<file path="config.mk">
export PLATFORM = sky130hd
export DESIGN_NAME = pipelined_adder_flat
export DESIGN_NICKNAME = d
export VERILOG_FILES = /design/src/rtl/pipelined_adder_pkg.sv /design/src/rtl/pipelined_adder_if.sv /design/src/rtl/pipelined_adder_add_slice.sv /design/src/rtl/pipelined_adder.sv /design/src/flat_wrapper.sv
export SDC_FILE = /design/constraint.sdc
export NUM_CORES = 1
export LEC_CHECK = 0
export ABC_AREA = 0
export BUFFER_PORTS_ARGS = -buffer_cell sky130_fd_sc_hd__buf_2
export CAP_MARGIN = 20
export CORE_UTILIZATION = 49
export CTS_CLUSTER_DIAMETER = 30
export DETAILED_ROUTE_END_ITERATION = 16
export PLACE_DENSITY = 0.79
export SLEW_MARGIN = 20
export SYNTH_ARGS = -nofsm -noshare
export SYNTH_HDL_FRONTEND = slang
export SYNTH_SLANG_ARGS = --single-unit
</file>
<file path="constraint.sdc">
create_clock -name clk -period 2.01 [get_ports clk]
set_input_delay 0.1005 -clock clk [delete_from_list [all_inputs] [get_ports clk]]
set_output_delay 0.1005 -clock clk [all_outputs]
set_load 0.02 [all_outputs]
</file>
<file path="src/rtl/pipelined_adder_pkg.sv">
// Shared constants and helpers for the pipelined add/subtract unit.
// Optional feature macro used across the block: PADD_OVF_EN (signed overflow flag).
package padd_pkg;

   localparam logic MODE_ADD = 1'b0;
   localparam logic MODE_SUB = 1'b1;

   // Number of pipeline stages: one stage per SLICE-bit segment.
   function automatic int calc_stages(input int width, input int slice);
      return width / slice;
   endfunction

endpackage

</file>
<file path="src/rtl/pipelined_adder_if.sv">
// Operand/result handshake bundle for pipelined_adder.
// The ovf signal exists only when PADD_OVF_EN is defined.
interface padd_if #(
   parameter int WIDTH = 16
);
   logic             in_valid;
   logic             in_ready;
   logic [WIDTH-1:0] a;
   logic [WIDTH-1:0] b;
   logic             cin;
   logic             sub;
   logic             out_valid;
   logic             out_ready;
   logic [WIDTH-1:0] sum;
   logic             cout;
`ifdef PADD_OVF_EN
   logic             ovf;

   modport master (
      output in_valid, a, b, cin, sub, out_ready,
      input  in_ready, out_valid, sum, cout, ovf
   );

   modport slave (
      input  in_valid, a, b, cin, sub, out_ready,
      output in_ready, out_valid, sum, cout, ovf
   );
`else
   modport master (
      output in_valid, a, b, cin, sub, out_ready,
      input  in_ready, out_valid, sum, cout
   );

   modport slave (
      input  in_valid, a, b, cin, sub, out_ready,
      output in_ready, out_valid, sum, cout
   );
`endif
endinterface

</file>
<file path="src/rtl/pipelined_adder_add_slice.sv">
// Combinational SLICE-bit adder segment with carry in/out.
// cmsb_o (carry into the slice MSB) is present only with PADD_OVF_EN.
module add_slice #(
   parameter int SLICE = 4
) (
   input  logic [SLICE-1:0] a_i,
   input  logic [SLICE-1:0] b_i,
   input  logic             c_i,
   output logic [SLICE-1:0] s_o,
`ifdef PADD_OVF_EN
   output logic             cmsb_o,
`endif
   output logic             c_o
);

   logic [SLICE:0] total;

   // Full slice addition; the extra bit is the slice carry-out.
   always_comb begin
      total = {1'b0, a_i} + {1'b0, b_i} + {{SLICE{1'b0}}, c_i};
   end

   assign s_o = total[SLICE-1:0];
   assign c_o = total[SLICE];

`ifdef PADD_OVF_EN
   // The MSB sum bit is a^b^carry_in, so the carry into the MSB is recovered by XOR.
   assign cmsb_o = a_i[SLICE-1] ^ b_i[SLICE-1] ^ total[SLICE-1];
`endif

endmodule

</file>
<file path="src/rtl/pipelined_adder.sv">
// Pipelined add/subtract unit: one SLICE-bit segment per stage, carry registered
// between stages, operand skew and result de-skew, valid/ready with global stall.
// Optional macro PADD_OVF_EN adds a registered two's-complement overflow flag.
module pipelined_adder
   import padd_pkg::*;
#(
   parameter int WIDTH = 16,
   parameter int SLICE = 4
) (
   input logic   clk,
   input logic   rst,
   padd_if.slave bus
);

   localparam int STAGES = calc_stages(WIDTH, SLICE);

   if (WIDTH % SLICE != 0) begin : g_bad_cfg
      $error("pipelined_adder: WIDTH must be a multiple of SLICE");
   end

   // Whole pipeline advances unless a finished result is being held back.
   logic en;
   assign en           = !(bus.out_valid && !bus.out_ready);
   assign bus.in_ready = en;

   for (genvar k = 0; k < STAGES; k++) begin : g_stage
      logic [WIDTH-1:0] a_src;
      logic [WIDTH-1:0] b_src;
      logic [WIDTH-1:0] r_src;
      logic             c_src;
      logic             v_src;
      logic [SLICE-1:0] s_slice;
      logic             s_carry;
      logic [WIDTH-1:0] res_d;
      logic [WIDTH-1:0] res_q;
      logic             c_q;
      logic             vld_q;
`ifdef PADD_OVF_EN
      logic             c_msb;
`endif

      if (k == 0) begin : g_first
         // Subtraction is a + ~b + 1; cin only matters when adding.
         assign a_src = bus.a;
         assign b_src = (bus.sub == MODE_SUB) ? ~bus.b : bus.b;
         assign c_src = (bus.sub == MODE_SUB) ? 1'b1 : bus.cin;
         assign v_src = bus.in_valid;
         assign r_src = '0;
      end else begin : g_next
         assign a_src = g_stage[k-1].g_skew.a_q;
         assign b_src = g_stage[k-1].g_skew.b_q;
         assign c_src = g_stage[k-1].c_q;
         assign v_src = g_stage[k-1].vld_q;
         assign r_src = g_stage[k-1].res_q;
      end

      add_slice #(
         .SLICE (SLICE)
      ) u_slice (
         .a_i    (a_src[k*SLICE +: SLICE]),
         .b_i    (b_src[k*SLICE +: SLICE]),
         .c_i    (c_src),
         .s_o    (s_slice),
`ifdef PADD_OVF_EN
         .cmsb_o (c_msb),
`endif
         .c_o    (s_carry)
      );

      // Merge this stage's slice into the de-skewed partial result.
      always_comb begin
         res_d                    = r_src;
         res_d[k*SLICE +: SLICE]  = s_slice;
      end

      // Valid bit for this stage; bubbles travel as zeros.
      always_ff @(posedge clk) begin
         if (rst) begin
            vld_q <= 1'b0;
         end else if (en) begin
            vld_q <= v_src;
         end
      end

      if (k < STAGES - 1) begin : g_skew
         logic [WIDTH-1:0] a_q;
         logic [WIDTH-1:0] b_q;

         // Operand skew registers carry the not-yet-added upper slices forward.
         always_ff @(posedge clk) begin
            if (en) begin
               a_q <= a_src;
               b_q <= b_src;
            end
         end

         // Partial result and inter-stage carry.
         always_ff @(posedge clk) begin
            if (en) begin
               res_q <= res_d;
               c_q   <= s_carry;
            end
         end
      end else begin : g_last
         // Output register: cleared on reset so the visible result starts at zero.
         always_ff @(posedge clk) begin
            if (rst) begin
               res_q <= '0;
               c_q   <= 1'b0;
            end else if (en) begin
               res_q <= res_d;
               c_q   <= s_carry;
            end
         end

`ifdef PADD_OVF_EN
         logic ovf_q;

         // Signed overflow: carry into MSB differs from carry out of MSB.
         always_ff @(posedge clk) begin
            if (rst) begin
               ovf_q <= 1'b0;
            end else if (en) begin
               ovf_q <= c_msb ^ s_carry;
            end
         end
`endif
      end
   end

   assign bus.out_valid = g_stage[STAGES-1].vld_q;
   assign bus.sum       = g_stage[STAGES-1].res_q;
   assign bus.cout      = g_stage[STAGES-1].c_q;
`ifdef PADD_OVF_EN
   assign bus.ovf       = g_stage[STAGES-1].g_last.ovf_q;
`endif

endmodule
</file>
<file path="src/flat_wrapper.sv">
// flat-port wrapper written by rule: the top's interface ports become plain ports
module pipelined_adder_flat import padd_pkg::*;
#(
   parameter int WIDTH = 16,
   parameter int SLICE = 4
)
  (clk, rst, bus_in_valid, bus_a, bus_b, bus_cin, bus_sub, bus_out_ready, bus_in_ready, bus_out_valid, bus_sum, bus_cout);
  padd_if #(.WIDTH(WIDTH)) bus_i ();
  input logic clk;
  input logic rst;
  input wire logic [$bits(bus_i.in_valid)-1:0] bus_in_valid;
  input wire logic [$bits(bus_i.a)-1:0] bus_a;
  input wire logic [$bits(bus_i.b)-1:0] bus_b;
  input wire logic [$bits(bus_i.cin)-1:0] bus_cin;
  input wire logic [$bits(bus_i.sub)-1:0] bus_sub;
  input wire logic [$bits(bus_i.out_ready)-1:0] bus_out_ready;
  output wire logic [$bits(bus_i.in_ready)-1:0] bus_in_ready;
  output wire logic [$bits(bus_i.out_valid)-1:0] bus_out_valid;
  output wire logic [$bits(bus_i.sum)-1:0] bus_sum;
  output wire logic [$bits(bus_i.cout)-1:0] bus_cout;
  assign bus_i.in_valid = bus_in_valid;
  assign bus_i.a = bus_a;
  assign bus_i.b = bus_b;
  assign bus_i.cin = bus_cin;
  assign bus_i.sub = bus_sub;
  assign bus_i.out_ready = bus_out_ready;
  assign bus_in_ready = bus_i.in_ready;
  assign bus_out_valid = bus_i.out_valid;
  assign bus_sum = bus_i.sum;
  assign bus_cout = bus_i.cout;
  pipelined_adder #(.WIDTH(WIDTH), .SLICE(SLICE)) u_core (.clk(clk), .rst(rst), .bus(bus_i));
endmodule
</file>
=== Yosys cells after proc, flatten, opt, wreduce, memory -nomap -nowiden ===
Cells that the tools add are included.

* ROM bits: 0
* Input bits: 38
* Memories: 0
* Latch bits: 0
* Output and inout bits: 19
* Register bits after elaboration: 144
* Word-level logic and storage cells: 32
* Memory bits (writable): 0

* Reduce and logical (&&, ||, !) cells: 3
* Multipliers: 0
* Magnitude comparators: 0
* $add $sub $neg: 8
* Div/mod/pow operators: 0
* Multiplexer cells: 2
* Bitwise gates (word level): 1
* Shift operators: 0
* Equality and inequality tests: 0

{| class="wikitable"
|+ Operators with widths
! kind !! number
|-
| adder 4 x 4 -> 5 bit || 4
|-
| adder 5 x 1 -> 5 bit || 4
|-
| two-way mux 16 bit || 1
|-
| inverter 16 bit || 1
|-
| logical NOT 1 bit || 2
|-
| logical AND 1 bit || 1
|-
| two-way mux 1 bit || 1
|}

=== Logic depth before layout (Yosys ltp) ===
Gate-level depths: netlist of run 1.

* Depth after elaboration: 4
* Mapped depth: 8
* Depth with buffers taken out: 7

=== Cells and area by module ===
From an unflattened synthesis of run 1, not the netlist that was laid out.

* Cells, all modules: 250
* Area total of the unflattened synthesis: 3920.0 µm²

{| class="wikitable"
|+ Modules (own cells, without submodules)
! module !! cells each !! area each (µm²) !! times used !! sequential area each (µm²)
|-
| pipelined_adder || 186 || 3344.5 || 1 || 2672.6
|-
| add_slice || 16 || 143.9 || 4 || 0.0
|}

=== Least setup slack after synthesis of run 1 ===
No wires, ideal clock.

* Kind: register -> register
* Start: register u_core.g_stage[3].vld_q, in the netlist u_core.bus.out_valid
* End: register u_core.g_stage[0].c_q (enable)
* Slack: -28 ps
* Library setup time: 406 ps
* Stages on the path, launching flop included: 4
* Arrival: 1632 ps
* Period minus slack after synthesis: 2038 ps
* Data required time: 1604 ps
* Cell sequence: dfxtp_1 -> nor2b_4 -> inv_2 -> buf_2

* Word-level cells in the longest chain between the ends: 1

{| class="wikitable"
|+ Ends and longest elaborated chain
! item !! RTL line !! source
|-
| start, declared || pipelined_adder.sv:37 || <nowiki>logic vld_q;</nowiki>
|-
| start signal, assigned || pipelined_adder.sv:81 || <nowiki>vld_q <= v_src;</nowiki>
|-
| logical AND 1 bit || pipelined_adder.sv:23 || <nowiki>assign en = !(bus.out_valid && !bus.out_ready);</nowiki>
|-
| end signal, assigned || pipelined_adder.sv:101 || <nowiki>c_q <= s_carry;</nowiki>
|-
| end, declared || pipelined_adder.sv:36 || <nowiki>logic c_q;</nowiki>
|}

No other way between the ends.
A chain may end at the register's enable or synchronous reset.

=== Final worst setup path of run 1 ===
* Start: register u_core.g_stage[1].g_skew.b_q[8]
* End: register u_core.g_stage[2].c_q, data pin

* Word-level cells in the longest chain between the ends: 2

{| class="wikitable"
|+ Ends and longest elaborated chain
! item !! RTL line !! source
|-
| start, declared || pipelined_adder.sv:87 || <nowiki>logic [WIDTH-1:0] b_q;</nowiki>
|-
| start signal, assigned || pipelined_adder.sv:93 || <nowiki>b_q <= b_src;</nowiki>
|-
| adder 4 x 4 -> 5 bit || pipelined_adder_add_slice.sv:20 || <nowiki>total = {1'b0, a_i} + {1'b0, b_i} + {{SLICE{1'b0}}, c_i};</nowiki>
|-
| adder 5 x 1 -> 5 bit || pipelined_adder_add_slice.sv:20 ||
|-
| net u_core.g_stage[2].s_carry || pipelined_adder.sv:33 || <nowiki>logic s_carry;</nowiki>
|-
| end signal, assigned || pipelined_adder.sv:101 ||
|-
| end, declared || pipelined_adder.sv:36 ||
|}

The timed path passes the listed nets, and every way through them passes these cells.

==> results of run 1 <==
-- per-layer routing --
| layer | track usage | share of wire |
|---|---|---|
| met4 | 0.07359 | 0.018 |
| met3 | 0.04709 | 0.047 |
| met2 | 0.2406 | 0.52 |
| met5 | 0 | 0 |
| met1 | 0.1680 | 0.42 |
-- final cells by class --
class | instances | area [um^2]
clock inverter | 2 | 12.51
timing repair buffer | 72 | 445.4
fill | 592 | 2860
inverter | 16 | 61.31
multi-input combinational | 127 | 930.9
clock buffer | 14 | 185.2
tap | 99 | 123.9
sequential | 96 | 2673
-- critical path: stages (launching register included) --
cell and delay [ns]:
edfxtp_1 0.40, fa_1 0.46, inv_1 0.09, fa_1 0.20, nor2b_1 0.06, o21ai_0 0.14, nand2b_1 0.06
-- path summary, 6_finish.rpt --
kind | startpoint | endpoint | cells past startpoint
max reg2reg | u_core.g_stage[1].g_skew.b_q[8] | u_core.g_stage[2].c_q | 6
max | u_core.g_stage[1].g_skew.b_q[8] | u_core.g_stage[2].c_q | 6
min | bus_b[11] | u_core.g_stage[0].g_skew.b_q[11] | 2
min reg2reg | u_core.g_stage[1].res_q[1] | u_core.g_stage[2].res_q[1] | 0
-- power groups by stage --
| stage | Combinational, mW | Clock [mW] | Sequential, mW |
|---|---|---|---|
| final | 0.580 | 1.20 | 2.62 |
| after global routing | 0.656 | 1.32 | 2.65 |
| after CTS | 0.589 | 1.24 | 2.62 |
| after detailed placement | 0.564 | 0 | 2.67 |
| after global placement | 0.541 | 0 | 2.65 |
| after floorplan | 0.309 | 0 | 2.72 |
-- cells in the mapped netlist --
library cell | instances | share of area
edfxtp_1 | 75 | 0.61
nand2_1 | 34 | 0.034
a21oi_1 | 21 | 0.028
dfxtp_1 | 21 | 0.11
xor2_1 | 16 | 0.038
inv_1 | 15 | 0.015
ha_1 | 12 | 0.040
fa_1 | 8 | 0.043
xnor2_1 | 7 | 0.017
nor2_1 | 5 | 0.0051
nor2b_1 | 5 | 0.0084
buf_2 | 4 | 0.0054
o21ai_0 | 4 | 0.0054
a21o_1 | 3 | 0.0061
nand2b_1 | 3 | 0.0051
nand3_1 | 2 | 0.0027
a2111o_1 | 1 | 0.0030
a211oi_1 | 1 | 0.0020
a211oi_2 | 1 | 0.0034
buf_1 | 1 | 0.0010
buf_4 | 1 | 0.0020
buf_6 | 1 | 0.0030
clkbuf_1 | 1 | 0.0010
inv_2 | 1 | 0.0010
nand3b_1 | 1 | 0.0020
nand4_1 | 1 | 0.0017
nor2b_4 | 1 | 0.0037
or2_2 | 1 | 0.0017
-- sequential cells by signal (all words and copies together), names as in the netlist --
| name | count |
|---|---|
| u_core.g_stage.res_q | 24 |
| u_core.g_stage.g_skew.a_q | 24 |
| u_core.bus.cout | 1 |
| u_core.bus.sum | 16 |
| u_core.g_stage.c_q | 3 |
| u_core.bus.out_valid | 1 |
| u_core.g_stage.vld_q | 3 |
| u_core.g_stage.g_skew.b_q | 24 |
-- kinds of logic after synthesis --
family | Yosys count | share of synthesized area
AOI/OAI and AO/OA | 31 | 0.04823
xor gates and xnor gates | 23 | 0.05430
DFF | 96 | 0.7204
buffers and inverters | 24 | 0.02866
and+or+nand+nor | 53 | 0.06476
adders and majority gates | 20 | 0.08364
-- metrics by stage --
step	instance area (um^2)	instances	utilization
3_3_place_gp	4104	397	0.5628
2_1_floorplan	3712	247	-
5_1_grt	4432	426	0.6078
6_report	4432	426	0.6078
3_5_place_dp	4104	397	0.5628
4_1_cts	4432	426	0.6078
==> metrics.txt, run 1 <==
Die Y ~89 um; Critical Path Fanout Max 2; initial drt markers between 70 and 80; ratio of cells with drive above 1 in the final layout 0.2324; DRT Pass-1 Iters 4; leading cell type in the layout, fill and taps excluded edfxtp_1; final hold vios 0; Port Buffers 56; post-CTS sizing 0; R2R setup slack about 0.36 ns; Setup Viol. Count Final 0; Sw Share 0.2317; vias 1963; Setup WS pre-CTS a little over 0.3 ns; Synth-to-Final Area Change 19.46%; Ys Warns 0; H-tree lvl count 3; most frequent cells in the layout 75 x edfxtp_1, 56 x buf_2, 34 x nand2_1; Worst VDD drop about 0.00051 V; CTS Buf Count 9; Root Buffer clkbuf_8; Worst Setup End Kind register; routability cong. ~0.74; Hold Slack between 0.04 and 0.05 ns; max_slew headroom 0.6783; GR Util All Layers 0.1441; largest net degree at the start of global routing 98; vias in the first global route around 1900; Worst Skew approximately 0.0095 ns; HP Class in2reg; startpoint types register; Cell Area, Synth ~3700 um^2; Arrival @ worst endpoint between 1.5 and 2 ns; n_diodes 0; Logic pwr share 0.132; clk sinks 96; min setup slack post-route about 0.36 ns; HPWL Detailed approximately 3.2 mm; worst slew pin tran 0.4825 ns; Power Internal roughly 3.4 mW; # rows 31; core area roughly 7300 um^2; Leakage 1.867 nW; post-synthesis sequential area ratio 0.7204; Hold Buf Count CTS 13; crit path time final between 1.5 and 2 ns; Tcrit/Tclk final 0.8210; later-pin clock latency in the skew report 0.35 ns; Clock Tree Buf Depth 2; Detail Route Antenna Nets 0; Final Max Tran Viols 0; RSZ-0062 raised after global routing false; setup TNS 0 ns; Layout Nets 380; outcome finished, final reports clean; Initial Util 0.5088; DR WL/cell about 12 um; part of the power in registers 0.596; clock group share of total power 0.272; max cap viols 0; vias per cell ~4.6; clock transition at the registers of the reported paths ~0.090 ns; #FFs+latches synth 96; CP required 2.12 ns; postcts setup bufs 0; GR Overflow Total 0; CTS tree built; syn avg cell area about 15 um^2; synth unique cells 28; pwr dens ~990 nW/um^2; Max Freq about 0.6 GHz; # DRC 0; Net Sw Power approximately 1.0 mW; syn nets approximately 300; die area roughly 7900 um^2; Mapped Cells ~250; first-pass GRT wire length 8.197 mm; final total power around 4.4 mW; I/O Pins 57; Setup CP Type reg2reg; initial antenna violation count 0; Die W a little under 90 um; Total Routed Length about 5 mm
Power figures use the tool's default switching activity.
==> run 2, diff against run 1 <==
==> constraint.sdc (replaced) <==
create_clock -name clk -period 1.7 [get_ports clk]
set_input_delay 0.085 -clock clk [delete_from_list [all_inputs] [get_ports clk]]
set_output_delay 0.085 -clock clk [all_outputs]
set_load 0.02 [all_outputs]
==> run 2 against run 1 <==
  * Hold slack worse by 0.015 ns
  * Sequential power increased by 18%
  * Combinational power rose by 23%
  * First-iteration DRC count rose by 13%
  * Register-to-register slack worse by 0.30 ns
==> metrics.txt, run 2 (synthesized netlist as in run 1, its figures left out) <==
Worst Setup End Kind register; clk sinks 96; Initial Util 0.5088; max_slew headroom 0.7254; Largest regs u_core.g_stage.g_skew.a_q (24), u_core.g_stage.g_skew.b_q (24), u_core.g_stage.res_q (24); final hold vios 0; Max Freq 0.6113 GHz; HPWL Detailed approximately 3.5 mm; Clock Tree Buf Depth 2; Leakage around 1.9 nW; Setup Viol. Count Final 0; Final Max Tran Viols 0; Detail Route Antenna Nets 0; later-pin clock latency in the skew report ~0.34 ns; Placed Area roughly 4100 um^2; Die W 89.01 um; initial antenna violation count 0; Final Instance Area 4452 um^2; Layout Nets between 300 and 400; CTS tree built; pwr dens 1136 nW/um^2; I/O Pins 57; DR WL/cell roughly 12 um; vias in the first global route 1752; core area 7292 um^2; largest net degree at the start of global routing 50; Synth-to-Final Area Change 20.00%; ratio of cells with drive above 1 in the final layout 0.2598; Port Buffers between 50 and 60; RSZ-0062 raised after global routing true; outcome finished, final reports clean; Tcrit/Tclk final 0.9623; max cap viols 0; CP required ~1.8 ns; initial drt markers 85; first-pass GRT wire length roughly 8 mm; crit path time final about 1.6 ns; n_diodes 0; Arrival @ worst endpoint 1.73 ns; Critical Path Fanout Max 2; worst slew pin tran between 0.4 and 0.5 ns; # rows 31; leading cell type in the layout, fill and taps excluded edfxtp_1; routability cong. roughly 0.81; # DRC 0; die area 7923 um^2; vias per cell about 4.6; final total power 5.058 mW; CTS Buf Count 9; DRT Pass-1 Iters 4; Die Y 89.01 um; clock transition at the registers of the reported paths 0.08 ns; Worst VDD drop 0.0005408 V; Root Buffer clkbuf_8; setup TNS 0 ns; H-tree lvl count 3; Worst Skew about 0.0063 ns; GR Overflow Total 0; Setup CP Type reg2reg; vias around 2000; Total Routed Length 5.159 mm; GR Util All Layers 0.1427; most frequent cells in the layout 75 x edfxtp_1, 56 x buf_2, 34 x nand2_1; startpoint types register; HP Class in2reg
[run 2: routing by layer]
layer,GRT usage,vias to the layer above,routed length (um)
li1,-,1008,-
met1,0.1810,910,2229
met2,0.2252,50,2564
met3,0.03970,9,262
met4,0.07792,0,104
met5,0,-,0
[run 2: critical path, cell delays in order (launching register included)]
cell      delay [ns]
edfxtp_1        0.42
fa_2            0.42
inv_2           0.07
fa_2            0.20
nor2b_1         0.05
o21ai_1         0.15
nand2b_1        0.08
[run 2: timing repair]
item                       CTS  global route
hold buffers                13             0
setup endpoints to repair    1             3
buffers inserted             0             1
gates resized for setup      2             5
hold endpoints to repair    13             0
pin swaps                    0             3
[run 2: path summary, 6_finish.rpt]
check / slack (ns) / end / depth (start not counted) / from
worst max-delay path: 0.06 / u_core.g_stage[1].c_q / 6 / u_core.g_stage[0].c_q
worst min-delay path: 0.03 / u_core.g_stage[0].g_skew.b_q[8] / 2 / bus_b[8]
worst max register to register: 0.06 / u_core.g_stage[1].c_q / 6 / u_core.g_stage[0].c_q
worst min register to register: 0.42 / u_core.g_stage[2].res_q[7] / 0 / u_core.g_stage[1].res_q[7]
[run 2: where the power goes]
group | total, mW | leakage [nW] | internal [mW] | switching, mW
Sequential | 3.10 | 0.967 | 2.97 | 0.130
Combinational | 0.714 | 0.823 | 0.330 | 0.385
Clock | 1.24 | 0.0793 | 0.530 | 0.714
Total | 5.06 | 1.87 | 3.83 | 1.23
[run 2: cell type report]
| class | count | area (um^2) |
|---|---|---|
| well taps | 99 | 123.9 |
| multi-input cells | 127 | 940.9 |
| inverters | 16 | 61.31 |
| flip-flops and latches | 96 | 2673 |
| repair buffers | 76 | 488.0 |
| clock buffers | 11 | 131.4 |
| clock inverters | 5 | 33.78 |
| fillers | 601 | 2840 |
[run 2: metrics by stage]
step	hold WS [ns]	instances	worst slack [ns]	utilization
finish	0.03398	430	0.06411	0.6105
global route	0.01587	430	0.005506	0.6105
CTS	0.01658	429	0.004931	0.6088
detailed placement	0.2636	400	-0.03292	0.5676
global placement	0.2616	400	0.05901	0.5676
floorplan	0.1839	247	0.02460	-
